**config.mk**
```make
export PLATFORM = sky130hd
export DESIGN_NAME = unidade_controle
export DESIGN_NICKNAME = d
export VERILOG_FILES = /design/src/rtl/unidade_controle_pkg.sv /design/src/rtl/unidade_controle_memoria_programa.sv /design/src/rtl/unidade_controle.sv
export SDC_FILE = /design/constraint.sdc
export NUM_CORES = 1
export LEC_CHECK = 0
export BUFFER_PORTS_ARGS = -buffer_cell sky130_fd_sc_hd__clkbuf_2
export CORE_MARGIN = 3
export CORE_UTILIZATION = 55
export DETAILED_ROUTE_END_ITERATION = 16
export HOLD_SLACK_MARGIN = 0.08
export PLACE_DENSITY = 0.81
export SLEW_MARGIN = 10
export SYNTH_ARGS = -nofsm -noshare
export SYNTH_HDL_FRONTEND = slang
export SYNTH_SLANG_ARGS = --single-unit
```
**constraint.sdc**
```tcl
create_clock -name clock -period 6.1 [get_ports clock]
set_clock_uncertainty 0.15 [all_clocks]
set_input_delay 1.22 -clock clock [delete_from_list [all_inputs] [get_ports clock]]
set_output_delay 1.22 -clock clock [all_outputs]
set_load 0.02 [all_outputs]
```
**src/rtl/unidade_controle_pkg.sv**
```systemverilog
// Shared definitions for the processadorSimples control unit.
//
// Contents:
//   state_t        - FSM state encoding (S_IDLE, S_FETCH, S_DECODE, S_EXEC, S_HALT)
//   OP_*           - opcode constants, including the ALU opcode range
//   drives_ula()   - opcodes whose EXECUTE step pulses ula_enable
package unidade_controle_pkg;

    localparam int OPCODE_W = 4;

    typedef enum logic [2:0] {
        S_IDLE   = 3'd0,
        S_FETCH  = 3'd1,
        S_DECODE = 3'd2,
        S_EXEC   = 3'd3,
        S_HALT   = 3'd4
    } state_t;

    localparam logic [OPCODE_W-1:0] OP_NOP       = 4'h0;
    localparam logic [OPCODE_W-1:0] OP_ALU_FIRST = 4'h1;
    localparam logic [OPCODE_W-1:0] OP_ALU_LAST  = 4'h7;
    localparam logic [OPCODE_W-1:0] OP_LOAD      = 4'h8;
    localparam logic [OPCODE_W-1:0] OP_STORE     = 4'h9;
    localparam logic [OPCODE_W-1:0] OP_JMP       = 4'hA;
    localparam logic [OPCODE_W-1:0] OP_JZ        = 4'hB;
    localparam logic [OPCODE_W-1:0] OP_HALT      = 4'hF;

    // LOAD goes through the ULA as well: the ULA owns the RAM-to-register move.
    function automatic logic drives_ula(input logic [OPCODE_W-1:0] op);
        return ((op >= OP_ALU_FIRST) && (op <= OP_ALU_LAST)) || (op == OP_LOAD);
    endfunction

endpackage

```
**src/rtl/unidade_controle_memoria_programa.sv**
```systemverilog
// Program memory for the control unit.
//
// 2**ADDR_W x INSTR_W array, synchronous write, combinational read, no reset
// (contents survive reset_n so a loaded program can be re-run).
//
// Ports:
//   clock  - write clock
//   we     - write strobe (already qualified by the FSM)
//   waddr  - write address
//   wdata  - write data
//   raddr  - read address (the program counter)
//   rdata  - instruction at raddr
module memoria_programa #(
    parameter int ADDR_W  = 4,
    parameter int INSTR_W = 8
) (
    input  logic               clock,
    input  logic               we,
    input  logic [ADDR_W-1:0]  waddr,
    input  logic [INSTR_W-1:0] wdata,
    input  logic [ADDR_W-1:0]  raddr,
    output logic [INSTR_W-1:0] rdata
);

    logic [INSTR_W-1:0] mem [2**ADDR_W];

    always_ff @(posedge clock) begin
        if (we) begin
            mem[waddr] <= wdata;
        end
    end

    assign rdata = mem[raddr];

endmodule

```
**src/rtl/unidade_controle.sv**
```systemverilog
// Control unit of processadorSimples: fetches 8-bit instructions from a small
// program memory, decodes them into opcode/endereco for the ULA and data RAM,
// and pulses the ULA enable / RAM write strobes.
//
// Ports:
//   clock, reset_n      - system clock (rising edge), async active-low reset
//   run                 - start/resume pulse, honoured only in IDLE or HALT
//   step_mode           - 1: return to IDLE after each instruction
//   prog_we/addr/data   - program load port, honoured only in IDLE or HALT
//   ula_zero            - ULA zero flag, sampled in EXECUTE (for JZ)
//   opcode, endereco    - registered decoded fields to ULA / RAM
//   ula_enable, ram_we  - single-cycle strobes
//   pc                  - program counter
//   halted              - high while in HALT
//   state               - current FSM state (debug visibility)
//
// Handshake: run and prog_we are plain level inputs sampled on the rising
// edge; they have effect only when state is IDLE or HALT and are dropped
// silently otherwise. ula_enable/ram_we are one-cycle strobes registered on
// the EXEC edge, so each is presented in the cycle right after S_EXEC while
// opcode/endereco still carry the instruction that produced it. They are
// mutually exclusive.
module unidade_controle
    import unidade_controle_pkg::*;
#(
    parameter int ADDR_W  = 4,
    parameter int INSTR_W = 8
) (
    input  logic                clock,
    input  logic                reset_n,
    input  logic                run,
    input  logic                step_mode,
    input  logic                prog_we,
    input  logic [ADDR_W-1:0]   prog_addr,
    input  logic [INSTR_W-1:0]  prog_data,
    input  logic                ula_zero,
    output logic [OPCODE_W-1:0] opcode,
    output logic [ADDR_W-1:0]   endereco,
    output logic                ula_enable,
    output logic                ram_we,
    output logic [ADDR_W-1:0]   pc,
    output logic                halted,
    output state_t              state
);

    localparam logic [ADDR_W-1:0] PC_ONE = ADDR_W'(1);

    logic [INSTR_W-1:0] ir;
    logic [INSTR_W-1:0] instr;
    logic               prog_ok;

    // Loading the program while the FSM is walking it would race the fetch.
    assign prog_ok = (state == S_IDLE) || (state == S_HALT);

    memoria_programa #(
        .ADDR_W  (ADDR_W),
        .INSTR_W (INSTR_W)
    ) u_memoria (
        .clock (clock),
        .we    (prog_we && prog_ok),
        .waddr (prog_addr),
        .wdata (prog_data),
        .raddr (pc),
        .rdata (instr)
    );

    always_ff @(posedge clock or negedge reset_n) begin
        if (!reset_n) begin
            state      <= S_IDLE;
            pc         <= '0;
            ir         <= '0;
            opcode     <= '0;
            endereco   <= '0;
            ula_enable <= 1'b0;
            ram_we     <= 1'b0;
            halted     <= 1'b0;
        end else begin
            // Strobes default low so each lasts exactly one cycle.
            ula_enable <= 1'b0;
            ram_we     <= 1'b0;
            case (state)
                S_IDLE: begin
                    if (run) begin
                        state <= S_FETCH;
                    end
                end
                S_FETCH: begin
                    ir    <= instr;
                    pc    <= pc + PC_ONE;   // wraps naturally at 2**ADDR_W
                    state <= S_DECODE;
                end
                S_DECODE: begin
                    opcode   <= ir[OPCODE_W-1:0];
                    endereco <= ir[INSTR_W-1:OPCODE_W];
                    state    <= S_EXEC;
                end
                S_EXEC: begin
                    ula_enable <= drives_ula(opcode);
                    ram_we     <= (opcode == OP_STORE);
                    // Jump target replaces the already-incremented pc.
                    if ((opcode == OP_JMP) || ((opcode == OP_JZ) && ula_zero)) begin
                        pc <= endereco;
                    end
                    if (opcode == OP_HALT) begin
                        state  <= S_HALT;
                        halted <= 1'b1;
                    end else if (step_mode) begin
                        state <= S_IDLE;
                    end else begin
                        state <= S_FETCH;
                    end
                end
                S_HALT: begin
                    if (run) begin
                        pc     <= '0;
                        halted <= 1'b0;
                        state  <= S_FETCH;
                    end
                end
                default: begin
                    state <= S_IDLE;
                end
            endcase
        end
    end

endmodule

```
# Word-level counts from Yosys, hierarchy flattened
# Memory sizes are Yosys's and may differ from the RTL's. A register that Yosys moved wholly into a read port is not among the register bits.
# Index checks and enable logic that the tools add are counted.
# totals
mem_bits_rw	128
n_memories	1
word_cells	51
regBits	18
# mem_list
memory	depth	width	rd	rd_ports_with_merged_regs	write_ports	line_no	rtl
u_memoria.mem	16	8	1	1	1	unidade_controle_memoria_programa.sv:25	logic [INSTR_W-1:0] mem [2**ADDR_W];
# op_classes
add_sub_neg	1
eq_ne	13
order_cmp	2
n_reduce_logical	13
n_mux	14
# op_table
operator	n
4-bit equality test, second input constant	5
3-bit case mux with 4 select lines	1
4-bit case mux with 3 select lines	1
4-bit two-way mux	2
1-bit two-way mux	7
3-bit by 2-bit equality test with 1-bit output, second input constant	2
3-bit two-way mux	2
2-bit inequality test, second input constant	3
3-bit AND reduction	2
4-bit by 1-bit adder with 4-bit output, second input constant	1
4-bit by 1-bit >= comparator with 1-bit output, second input constant	1
4-bit by 3-bit <= comparator with 1-bit output, second input constant	1
3-bit by 1-bit equality test with 1-bit output, second input constant	1
3-bit equality test, second input constant	1
1-bit logical AND	3
3-bit zero test	1
1-bit logical OR	3
3-bit nonzero test	1
2-bit by 1-bit inequality test with 1-bit output, second input constant	1
1-bit case mux with 2 select lines	1
2-bit nonzero test	1
2-bit OR reduction	1
1-bit zero test	1

# Logic depth before layout (Yosys ltp)
# Gate-level depths: netlist of run 1.
# logic_depth
depth_word	5
ltp_mapped	7
ltp_nobuf	4

# Cells and area by module
# A second synthesis of run 1 with hierarchy kept.
# hier_totals
cells_unflattened	316
hier_area_um2	6169.7
# by_module_without_submodules
mod	area_each_um2	instances	cells_per_inst
memoria_programa	4987.3	1	221
unidade_controle	1182.4	1	95

# Worst setup path after synthesis of run 1
# Ideal clock, no wire load.
# synth_timing
path_type	input-to-reg
from	input port prog_addr[1]
to	memory u_memoria.mem[0][0] (enable)
path_stages	2
slack_ns	3.317
setup_ns	0.383
t_arrival_ns	2.250
required_time_ns	5.567
cell_sequence	or3_1 -> nor3_1
# synth_lines
element	line_no	rtl
from (decl)	unidade_controle.sv:34	input logic [ADDR_W-1:0] prog_addr,
to (decl)	unidade_controle_memoria_programa.sv:25	
# Straight into the memory's write port.

# Final worst setup path of run 1
# layout_timing
from	register pc[1]
to	output port pc[1]
# layout_lines
element	line_no	rtl
from (decl)	unidade_controle.sv:41	output logic [ADDR_W-1:0] pc,
from (signal assigned)	unidade_controle.sv:89	pc <= pc + PC_ONE;
from (signal assigned)	unidade_controle.sv:102	pc <= endereco;
# No word-level cell between the ends.

==> flow_metrics.env, run 1 <==
export IMPL_grt_pass1_vias=3278
export IMPL_synth_nets=349
export IMPL_finalNetCount=389
export IMPL_rr_worst_depth=3
export IMPL_timing_rr_start="state[0]"
export IMPL_synth_most_common_cell="edfxtp_1"
export IMPL_portBuffers=35
export IMPL_path_max_fanout=40
export IMPL_hp_start="ir[0]"
export IMPL_drt_pass1_iter_count=7
export IMPL_finalHoldViolCount=0
export IMPL_status="finished clean"
export IMPL_grt_pass1_wl_um=19300
export IMPL_rsz0062_at_grt="no"
export IMPL_numCtsBuffers=17
export IMPL_ys_types=42
export IMPL_drc=0
export IMPL_tritoncts="built"
export IMPL_hold_end="opcode[0]"
export IMPL_reg2reg_slack_ns=3.15
export IMPL_clk_pin_slew_ns=0.07
export IMPL_yosysSeqAreaShare_pct=73.3
export IMPL_tightest_slew_ns=1.13
export IMPL_synth_edf_count=128
export IMPL_cp_required_ns=4.73
export IMPL_synth_avg_cell_area_um2=18.6
export IMPL_die_area_um2=12500
export IMPL_clock_root_buffer="clkbuf_8"
export IMPL_setup_viol=0
export IMPL_viasPerCell=6.31
export IMPL_wl_per_cell_um=23.9
export IMPL_gr_usage_all_layers_pct=21.1
export IMPL_synth_top_cells_by_area="edfxtp_1 63%, dfrtp_1 11%, mux4_2 7.7%"
export IMPL_cp_startpoint="pc[1]"
export IMPL_hpwl_um=7790
export IMPL_synthArstFlopShare_pct=16.9
export IMPL_crit_arrival_ns=1.90
export IMPL_syn_area_um2=6130
export IMPL_worstPathCellList="clkbuf_2"
export IMPL_yosys_area_top_type="edfxtp_1"
export IMPL_fp_dieW_um=112
export IMPL_synth_seq_cells=154
export IMPL_peakVddDrop_v=0.000283
export IMPL_seqCellArea_um2=4500
export IMPL_nFillCells=684
export IMPL_cp_slowest_cell="dfrtp_2"
export IMPL_report_final_slew_viol_count=0
export IMPL_multi_input_area_um2=1540
export IMPL_hold_buffers=0
export IMPL_leakage_uw=0.00245
export IMPL_grt_max_degree=41
export IMPL_slowest_delay_ns=1.05
export IMPL_max_freq_mhz=306
export IMPL_gr_total_overflow=0
export IMPL_post_synth_most_frequent_cells="128 x edfxtp_1, 26 x dfrtp_1, 24 x nor2_1, 21 x mux4_2, 16 x mux2_2"
export IMPL_layout_drive_gt1_share_pct=28.7
export IMPL_synthFlopType="edfxtp_1"
export IMPL_synth_warnings=0
export IMPL_drtAntennaViolNets=0
export IMPL_antenna_found_initial=0
export IMPL_cts_htree_levels=4
export IMPL_path_buf_inv=1
export IMPL_rows=37
export IMPL_power_uw=3260
export IMPL_syn_inst=330
export IMPL_synth_top_cell_area_share_pct=62.7
export IMPL_drt_iter0_markers=365
export IMPL_vias=3273
export IMPL_r2r_end="u_memoria.mem[2][4]"
export IMPL_worst_hold_path_type="reg2reg"
export IMPL_chipHeight_um=112
export IMPL_critical_path_top_delay_family="flip-flops"
export IMPL_worstSetupStartpointType="flop"
export IMPL_max_slew_margin_pct=23.9
export IMPL_syn_to_final_growth_pct=14.3
export IMPL_endpoint_kind="primary output"
export IMPL_place_ws_ns=2.94
export IMPL_period_needed_ns=3.27
export IMPL_io_pins=36
export IMPL_hold_path_depth=1
export IMPL_start_util_pct=57.9
export IMPL_critPathKind="reg2out"
export IMPL_clk_path_buf_depth=2
export IMPL_powerDensity_nw_per_um2=465
export IMPL_wl_um=12400
export IMPL_setup_tns_ns=0
export IMPL_worstSkewPairLatency_ns=0.53
export IMPL_cap_viol_max_count=0
export IMPL_cts_sinks=154
export IMPL_cts_resized_gates=0
export IMPL_cts_setup_buffers=0
export IMPL_placed_area_um2=6400
export IMPL_core_area_um2=10600
export IMPL_n_antenna_cell=0
export IMPL_fin_crit_sh_pct=53.7
export IMPL_setup_slack_ns=2.83
export IMPL_fin_area_um2=7010
export IMPL_place_congestion=0.829
worst reg2reg max path: stages, from the launching register on:
cell and delay [ns]:
dfrtp_1 0.49, nor2_1 0.57, nand4b_1 0.39, nor3_1 0.96
stage by stage:
| step | hold slack (ns) | utilization, % | cells |
|---|---|---|---|
| floorplan | 0.304 | - | 330 |
| CTS | 0.379 | 66.1 | 519 |
| detailed placement | 0.359 | 60.3 | 487 |
| global route | 0.402 | 66.1 | 519 |
| finish | 0.377 | 66.1 | 519 |
| global placement | 0.338 | 60.3 | 487 |
final cells by class:
| type | count | share of cell area [%] |
|---|---|---|
| multi-input cells | 159 | 22.0 |
| flip-flops and latches | 154 | 64.2 |
| clock inverters | 15 | 2.84 |
| repair buffers | 35 | 2.50 |
| well taps | 136 | 2.43 |
| inverters | 3 | 0.161 |
| clock buffers | 17 | 5.91 |
kinds of logic after synthesis:
kind of cell             share of synthesized area, %
XOR/XNOR                                        0.143
AND/OR/NAND/NOR                                  4.94
flip-flops                                       73.3
multiplexers                                     15.4
buffers and inverters                            1.57
adder cells (fa/ha/maj)                         0.204
AO/OA/AOI/OAI                                    4.43
worst max path at each step:
stage,endpoint,depth (start not counted)
3_5_place_dp,u_memoria.mem[0][5],4
5_1_grt,pc[1],1
2_1_floorplan,u_memoria.mem[0][0],2
4_1_cts,pc[1],1
3_3_place_gp,u_memoria.mem[0][2],4
6_report,pc[1],1
placed cells by master (no fill, tap or decap), types with 2 or more instances in the layout:
master and count:
mux4_1 7, edfxtp_1 128, mux2_2 16, nand2b_1 3, nor2b_1 3, inv_8 2
o21ai_1 4, dfrtp_2 2, dfrtp_1 24, o31ai_1 3, inv_1 3, bufinv_16 3
nand4b_1 3, o21ai_0 11, a22oi_1 7, a22o_1 3, a211oi_1 2, mux4_2 21
clkbuf_2 35, nor2_1 24, or3b_2 2, nor3_1 7, clkbuf_16 16, a32oi_1 2
inv_6 8, nand2_1 13, mux2i_1 11
per-layer routing:
layer / track usage, % / up-vias / share of wire, %
li1: - / 1420 / -
met1: 30.2 / 1663 / 43
met2: 31.7 / 169 / 48
met3: 5.11 / 21 / 6.5
met4: 8.76 / 0 / 2.2
met5: 0 / - / 0
power by group:
group          leakage, uW  switching [uW]  internal, uW
clock             0.000299             444           640
combinational     0.000677             350           379
sequential         0.00147             214          1230
total              0.00245            1010          2250
registers in the layout, summed over array words and instances (netlist names):
register / flops
u_memoria.mem: 128
ir: 8
endereco: 4
opcode: 4
pc: 4
state: 3
halted: 1
ram_we: 1
ula_enable: 1
Power figures use the tool's default switching activity.
==> run 2, diff against run 1 <==
Settings changed: CORE_UTILIZATION 55 to 54, PLACE_DENSITY 0.81 to 0.83.
Clock period 6.1 ns to 2.9 ns, I/O delays scaled along.
==> flow_metrics.env, run 2 (synthesized netlist as in run 1, its figures left out) <==
export IMPL_core_area_um2=11000
export IMPL_die_area_um2=12700
export IMPL_max_slew_margin_pct=55.9
export IMPL_seqCellArea_um2=4500
export IMPL_cts_resized_gates=0
export IMPL_leakage_uw=0.00253
export IMPL_hpwl_um=8410
export IMPL_wl_um=13100
export IMPL_clock_root_buffer="clkbuf_16"
export IMPL_drt_pass1_iter_count=6
export IMPL_max_freq_mhz=415
export IMPL_worstSkewPairLatency_ns=0.42
export IMPL_layout_commonest_cell="edfxtp_1"
export IMPL_wl_per_cell_um=23.9
export IMPL_n_antenna_cell=0
export IMPL_syn_to_final_growth_pct=16.3
export IMPL_power_uw=6750
export IMPL_path_max_fanout=11
export IMPL_grt_max_degree=27
export IMPL_chipHeight_um=113
export IMPL_start_util_pct=55.8
export IMPL_grt_pass1_vias=3558
export IMPL_place_congestion=0.930
export IMPL_crit_arrival_ns=2.32
export IMPL_grt_use_met2_pct=33.5
export IMPL_multi_input_area_um2=1540
export IMPL_fin_crit_sh_pct=83.2
export IMPL_layout_drive_gt1_share_pct=32.0
export IMPL_finalNetCount=413
export IMPL_cts_setup_buffers=0
export IMPL_reg_top3="u_memoria.mem x128, ir x8"
export IMPL_tritoncts="built"
export IMPL_finalHoldViolCount=0
export IMPL_drc=0
export IMPL_largest_reg_flops=128
export IMPL_viasPerCell=6.33
export IMPL_timing_rr_start="state[0]"
export IMPL_clk_path_buf_depth=2
export IMPL_report_final_slew_viol_count=0
export IMPL_setup_viol=0
export IMPL_powerDensity_nw_per_um2=947
export IMPL_critPathKind="reg2reg"
export IMPL_use_met3_pct=5.82
export IMPL_io_pins=36
export IMPL_cts_htree_levels=4
export IMPL_rsz0062_at_grt="no"
export IMPL_cts_sinks=154
export IMPL_hold_buffers=1
export IMPL_hp_start="run"
export IMPL_tightest_slew_ns=0.660
export IMPL_use_met1_pct=31.4
export IMPL_final_cell_mix="128 x edfxtp_1, 35 x clkbuf_2, 24 x nor2_1, 24 x dfrtp_1, 23 x buf_4"
export IMPL_drt_iter0_markers=441
export IMPL_status="finished clean"
export IMPL_vias=3456
export IMPL_fp_dieW_um=113
export IMPL_endpoint_kind="flop"
export IMPL_nFillCells=718
export IMPL_cap_viol_max_count=0
export IMPL_worstSetupStartpointType="flop"
export IMPL_cp_startpoint="state[0]"
export IMPL_gr_usage_all_layers_pct=22.3
export IMPL_portBuffers=35
export IMPL_grt_pass1_wl_um=20600
export IMPL_top_register="u_memoria.mem"
export IMPL_peakVddDrop_v=0.000665
export IMPL_antenna_found_initial=0
export IMPL_top_usage_layer="met2"
export IMPL_setup_tns_ns=0
export IMPL_drtAntennaViolNets=0
export IMPL_rows=38
export IMPL_worst_hold_path_type="in2reg"
export IMPL_numCtsBuffers=17
export IMPL_gr_total_overflow=0
export IMPL_cp_required_ns=2.80
export IMPL_period_needed_ns=2.41
export IMPL_clk_pin_slew_ns=0.06
run 2: critical path, cell delays in order, from the launching register on:
cell     delay, ns
dfrtp_1       0.48
nor2_1        0.39
nand2_1       0.11
or3_1         0.39
nor2_1        0.53
run 2: final timing paths:
| check | endpoint | slack (ns) | cells after the start |
|---|---|---|---|
| max in group asynchronous | pc[0] | 1.57 | 2 |
| max | u_memoria.mem[12][2] | 0.49 | 4 |
| max reg2reg | u_memoria.mem[12][2] | 0.49 | 4 |
| min | state[2] | 0.24 | 2 |
| min reg2reg | ir[7] | 0.37 | 2 |
| min in group asynchronous | ir[5] | 0.57 | 2 |
run 2: power by group:
group,internal (uW),switching (uW)
Sequential,2590,315
Combinational,868,940
Clock,1170,861
Total,4640,2120
run 2: routing by layer:
| layer | vias to the layer above | wire length (um) |
|---|---|---|
| li1 | 1469 | - |
| met1 | 1759 | 5360 |
| met2 | 204 | 6250 |
| met3 | 24 | 1100 |
| met4 | 0 | 367 |
| met5 | - | 0 |
run 2: area by class of cell:
class / count / area share, %
inverters: 3 / 0.158
clock inverters: 14 / 1.72
clock buffers: 17 / 5.96
well taps: 140 / 2.46
flip-flops and latches: 154 / 63.1
multi-input cells: 159 / 21.6
repair buffers: 59 / 5.02
run 2: stage by stage:
step,setup WS [ns],utilization (%),area (um2),hold slack (ns),cells
floorplan,0.461,-,6130,0.134,330
global placement,0.714,59.9,6570,0.344,514
detailed placement,0.565,59.9,6570,0.340,514
CTS,0.510,64.9,7130,0.221,546
global route,0.408,64.9,7130,0.252,546
finish,0.488,64.9,7130,0.242,546
